$ cat src/rtl/ball_collision_detect.sv
// ball_collision_detect: per-frame ball/player/goal overlap detection with hold-off, committed at start of frame
module ball_collision_detect #(
  parameter int PLAYER_H     = 64,
  parameter int COLL_HOLDOFF = 4,
  parameter int GOAL_HOLDOFF = 60,
  parameter int SCREEN_MID_X = 320
) (
  input  logic        CLK,
  input  logic        RESETn,
  input  logic        startOfFrame,
  input  logic [10:0] pixelX,
  input  logic        ballDR,
  input  logic        playerDR,
  input  logic [6:0]  playerOffsetY,
  input  logic        goalDR,
  input  logic        move,
  output logic        collision,
  output logic        X_direction,
  output logic        Y_direction,
  output logic        goal,
  output logic        goal_side
);
  localparam logic [6:0] T1 = 7'(PLAYER_H / 3);
  localparam logic [6:0] T2 = 7'(2 * PLAYER_H / 3);
  localparam int CW = $clog2((COLL_HOLDOFF > GOAL_HOLDOFF ? COLL_HOLDOFF : GOAL_HOLDOFF) + 1);
  logic hit_p, hit_g, side, zx, zy;
  logic [CW-1:0] coll_cnt, goal_cnt;
  logic p_now, g_now, nx, ny, pix_side, goal_ok, coll_ok;
  // flags only accumulate while the game runs, so a move=0 frame can never be reported later
  assign p_now    = move && ballDR && playerDR;
  assign g_now    = move && ballDR && goalDR;
  assign nx       = playerOffsetY >= T2;
  assign ny       = playerOffsetY < T1 || playerOffsetY >= T2;
  assign pix_side = pixelX >= 11'(SCREEN_MID_X);
  assign goal_ok  = hit_g && goal_cnt == '0;
  assign coll_ok  = hit_p && !hit_g && goal_cnt == '0 && coll_cnt == '0;
  always_ff @(posedge CLK or negedge RESETn) begin
    if (!RESETn) begin
      collision   <= 1'b0;
      goal        <= 1'b0;
      X_direction <= 1'b0;
      Y_direction <= 1'b0;
      goal_side   <= 1'b0;
      hit_p       <= 1'b0;
      hit_g       <= 1'b0;
      side        <= 1'b0;
      zx          <= 1'b0;
      zy          <= 1'b0;
      coll_cnt    <= '0;
      goal_cnt    <= '0;
    end else begin
      collision <= 1'b0;
      goal      <= 1'b0;
      if (startOfFrame) begin
        if (!move) begin
          coll_cnt <= '0;
          goal_cnt <= '0;
        end else begin
          goal      <= goal_ok;
          collision <= coll_ok;
          if (goal_ok) goal_side <= side;
          if (coll_ok) begin
            X_direction <= zx;
            Y_direction <= zy;
          end
          goal_cnt <= goal_ok ? CW'(GOAL_HOLDOFF) : (goal_cnt != '0 ? goal_cnt - 1'b1 : goal_cnt);
          coll_cnt <= coll_ok ? CW'(COLL_HOLDOFF) : (coll_cnt != '0 ? coll_cnt - 1'b1 : coll_cnt);
        end
      end
      // first overlap of the frame wins; the start-of-frame pixel opens the new frame
      if (startOfFrame || !hit_p) begin
        hit_p <= p_now;
        zx    <= nx;
        zy    <= ny;
      end
      if (startOfFrame || !hit_g) begin
        hit_g <= g_now;
        side  <= pix_side;
      end
    end
  end
endmodule

$ cat config.mk
export PLATFORM = sky130hd
export DESIGN_NAME = ball_collision_detect
export DESIGN_NICKNAME = d
export VERILOG_FILES = /design/src/rtl/ball_collision_detect.sv
export SDC_FILE = /design/constraint.sdc
export NUM_CORES = 1
export LEC_CHECK = 0
export CORE_MARGIN = 5
export CORE_UTILIZATION = 43
export CTS_CLUSTER_DIAMETER = 150
export DETAILED_ROUTE_END_ITERATION = 10
export PLACE_DENSITY = 0.75
export SKIP_CTS_REPAIR_TIMING = 1
export SYNTH_ARGS = -nofsm -noshare
export SYNTH_HDL_FRONTEND = slang
export SYNTH_SLANG_ARGS = --single-unit
$ cat constraint.sdc
create_clock -name CLK -period 1.53 [get_ports CLK]
set_input_delay 0.306 -clock CLK [delete_from_list [all_inputs] [get_ports CLK]]
set_output_delay 0.306 -clock CLK [all_outputs]
set_load 0.01 [all_outputs]
Word level (Yosys, flattened, before mapping)
Index checks and enable logic that the tools add are counted.

Latch bits: 0. Register bits after elaboration: 22. Logic and storage cells: 49. Memories: 0. Bits in read-only memories: 0. Bits in writable memories: 0.

Multiply operators: 0. Multiplexer cells: 10. Reductions and logical operators: 20. Div/mod/pow operators: 0. Bitwise gates (word level): 0. Add/subtract/negate cells: 2. Shifts and indexed selects: 0. Magnitude comparators: 3. Equality and inequality tests: 2.

Operators by type and width (count): 2-to-1 mux 6 bit (6); zero test 6 bit (2); nonzero test 6 bit (2); subtractor 6 x 1 -> 6 bit, second input constant (2); greater-or-equal comparator 11 x 9 -> 1 bit, second input constant (1); greater-or-equal comparator 7 x 6 -> 1 bit, second input constant (1); logical AND 1 bit (7); less-than comparator 7 x 5 -> 1 bit, second input constant (1); inequality test 3 x 1 -> 1 bit, second input constant (2); AND reduction 3 bit (2); 2-to-1 mux 1 bit (4); AND reduction 2 bit (2); logical OR 1 bit (3); zero test 1 bit (2).

Logic depth before layout (Yosys ltp)
Word-level depth: 6. Depth in mapped cells: 6. Gate-level depth less buffers: 6.

Worst setup path after synthesis
Ideal clock, no wire load.

Kind: register -> register. From: register goal_cnt[3]. To: register X_direction. Data required time: 1.405 ns. Arrival: 1.459 ns. Library setup time: 0.125 ns. Clock period less this slack: 1.584 ns. Buffers on the path: 0. Path slack: -0.054 ns. Cell stages (with the launch flop): 5. Path through: dfrtp_1 or3_4 nor3_4 nand4_2 mux2_4.

Longest elaborated chain between the ends: 4.

RTL lines: start, declared (RTL line 27) `logic [CW-1:0] coll_cnt, goal_cnt;`; start signal, assigned (RTL line 66) `goal_cnt <= goal_ok ? CW'(GOAL_HOLDOFF) : (goal_cnt != '0 ? goal_cnt - 1'b1 : goal_cnt);`; zero test 6 bit (RTL line 36) `assign coll_ok = hit_p && !hit_g && goal_cnt == '0 && coll_cnt == '0;`; logical AND 1 bit (2 in series) (RTL line 36); AND reduction 3 bit (no line); end signal, assigned (RTL line 63) `X_direction <= zx;`; end, declared (RTL line 18) `output logic X_direction,`.

Every way passes these cells. A chain may end at the register's enable or synchronous reset.

Final worst setup path
From: register goal_cnt[5]. To: register Y_direction.

Longest elaborated chain between the ends: 4.

RTL lines: zero test 6 bit (RTL line 36); logical AND 1 bit (2 in series) (RTL line 36); AND reduction 3 bit (no line); end signal, assigned (RTL line 64) `Y_direction <= zy;`; end, declared (RTL line 19) `output logic Y_direction,`.

Every way passes these cells.

==> flow_metrics.py <==
metrics = {
    "run_status": {
        "outcome": "finished with violations",
        "violations": "negative setup slack",
    },
    "route": {
        "wl_per_cell_um": 14.9,
        "routed_wl_mm": 2.93,
        "final_antenna_net_count": 0,
        "firstDrtPassIters": 4,
        "via_per_inst": 5.56,
        "drc": 0,
        "drt-initial-drc-count": 21,
        "via_count": 1090,
    },
    "critical_path": {
        "crit_buf_inv": 0,
        "cp-end-kind": "flop",
        "crit_fanout": 4,
        "critPathRequiredTime_ns": 1.74,
        "slowest_stage": "or3_4",
        "reg2reg_from": "goal_cnt[5]",
        "reg2reg_depth": 4,
        "cp_slowest_stage_delay_ns": 0.43,
        "r2r_end": "Y_direction",
        "cp.arrival_ns": 1.89,
        "critPathTopFamily": "simple AND/OR/NAND/NOR gates",
        "crit_chain": "or3_4 > nor3_4 > nand4_4 > mux2_4",
        "r2r_setup_slack_ns": -0.15,
        "crit_type": "flop to flop",
        "critPathLaunchType": "flop",
    },
    "timing": {
        "rsz0062_at_grt": "true",
        "max_freq_mhz": 595,
        "relSlewSlack": 0.770,
        "finalClockSkew_ns": 0.00475,
        "finalHoldViolations": 0,
        "period_needed_ns": 1.68,
        "finalCritPeriodShare": 1.10,
        "finalSetupViolCount": 6,
        "worst_slew_pin_slew_ns": 0.341,
        "fin_ws_ns": -0.149,
        "timing.final.max_slew_violations": 0,
    },
    "place": {
        "dp.cells": 193,
        "globalplace.congestion": 0.796,
        "port_buffers": 23,
        "hpwlAfterDp_mm": 2.22,
    },
    "power": {
        "peakVddDrop_mv": 1.01,
        "p_leak_nw": 0.833,
        "p_per_area_nw_per_um2": 1530,
        "power_mw": 2.55,
    },
    "grt": {
        "grt_pass1_vias": 1106,
        "grt_pass1_wl_mm": 4.89,
        "grt_max_degree": 23,
        "antenna_found_initial": 0,
        "grt-ovfl-total": 0,
        "grtUsageTotal": 0.178,
    },
    "floorplanning": {
        "initial_core_util": 0.458,
        "die_w_um": 61.9,
        "die_h_um": 61.9,
        "ios": 30,
        "die_area_um2": 3830,
        "row_count": 18,
        "coreArea_um2": 2520,
    },
    "cts": {
        "cts_tree": "done",
        "clk_latency_ns": 0.31,
        "clockRootBuffer": "clkbuf_4",
        "cts.clk_slew.worst_paths_ns": 0.12,
        "clockBufferDepth": 2,
        "htreeDepth": 1,
        "clock_sinks": 22,
        "numCtsBuffers": 3,
    },
    "layout": {
        "drive_gt1_frac": 0.241,
        "syn2layout_area_growth_pct": 44.0,
        "final_nets": 196,
        "final_cells": 196,
        "antenna_cells": 0,
    },
    "synth": {
        "syn_inst": 121,
        "yosys_warnings": 0,
        "synth-async-reset-ratio": 1.00,
        "ys_ff_latch": 22,
        "syn-cell-area_um2": 1160,
        "ys.flop_type": "dfrtp_1",
        "synth_edf_count": 0,
        "synth_fp_nets": 149,
        "ys_seq_area_frac": 0.476,
        "synthDistinctLibCells": 38,
        "avgSynthCellArea_um2": 9.55,
    },
    "run": {
        "maxCapViolCount": 0,
    },
    "hold_path": {
        "hp-class": "primary input to asynchronous set/reset pin",
    },
}
==> cell type report <==
class	count	area (µm²)
Tap cell	30	37.5
Clock buffer	3	22.5
Inverter	7	26.3
Fill cell	212	857
Multi-Input combinational cell	89	617
Sequential cell	22	551
Timing Repair Buffer	45	412
==> per-stage QoR <==
step                      area, µm²  setup WS (ns)  TNS, ns   util  hold WS, ns
after floorplan                1160        -0.0189  -0.0546      -       0.0104
after global placement         1580         -0.160    -1.48  0.625        0.475
after detailed placement       1580         -0.277    -1.92  0.625        0.486
after CTS                      1600         -0.163   -0.944  0.634        0.326
after global routing           1670         -0.205    -1.24  0.660        0.338
final                          1670         -0.149   -0.694  0.660        0.320
==> logic make-up (layout without fill, tap and decap cells) <==
logic type | count (synthesis) | after routing | synth area share
flops | 22 | 22 | 0.476
fa+ha+maj | 3 | 3 | 0.0325
buf+inv | 10 | 55 | 0.0336
simple gates | 50 | 50 | 0.236
compound gates | 33 | 33 | 0.186
mux | 3 | 3 | 0.0357
==> power breakdown <==
| part | internal [mW] | total (mW) | switching [mW] |
|---|---|---|---|
| Sequential | 0.742 | 0.844 | 0.102 |
| Combinational | 0.736 | 1.44 | 0.701 |
| Clock | 0.0922 | 0.265 | 0.173 |
| Total | 1.57 | 2.55 | 0.976 |
==> flip-flops by register name (all words and copies together), names as in the netlist <==
register / flops
X_direction: 1
Y_direction: 1
coll_cnt: 6
collision: 1
goal: 1
goal_cnt: 6
goal_side: 1
hit_g: 1
hit_p: 1
side: 1
zx: 1
zy: 1
==> metal layers <==
layer / GRT usage / vias up / share of wire
met5: 0 / - / 0
met4: 0.0939 / 0 / 0.027
met2: 0.305 / 42 / 0.49
li1: - / 535 / -
met3: 0.0434 / 7 / 0.068
met1: 0.203 / 506 / 0.41
==> worst max path at each step <==
stage | start | to | depth (start not counted)
after floorplan | goal_cnt[3] | goal_side | 4
after global placement | startOfFrame | goal_side | 4
after detailed placement | move | goal_cnt[0] | 6
after CTS | goal_cnt[5] | goal_cnt[0] | 5
after global routing | goal_cnt[5] | Y_direction | 4
final | goal_cnt[5] | Y_direction | 4
==> cell usage in the layout, fill, tap and decap left out, types with 2 or more instances in the layout <==
cell type and n:
inv_1 7, nand2_1 12, nand2b_1 5, clkbuf_4 3, a22o_1 2, a31oi_1 2
a311o_1 2, nor4_1 2, nor3_1 2, or3_4 2, buf_4 21, nand3_1 3
ha_1 2, nor2_1 10, a21oi_1 4, o21ai_0 13, dfrtp_1 22, mux2_4 2
dlymetal6s2s_1 5, clkdlybuf4s50_1 18
==> cells in the mapped netlist (all sizes together), types with 2 or more instances <==
master,n,area share
dfrtp,22,0.48
nand2,13,0.042
o21ai,13,0.056
nor2,11,0.036
inv,7,0.023
nand2b,6,0.035
a21oi,4,0.017
nor3,4,0.027
ha,3,0.032
mux2,3,0.036
nand3,3,0.013
nor4,3,0.016
a22o,2,0.015
a311o,2,0.017
a31oi,2,0.011
and3,2,0.011
clkbuf,2,0.0065
nand4,2,0.016
o41ai,2,0.015
or3,2,0.015
Note: power is estimated with default switching activity, not from simulation.
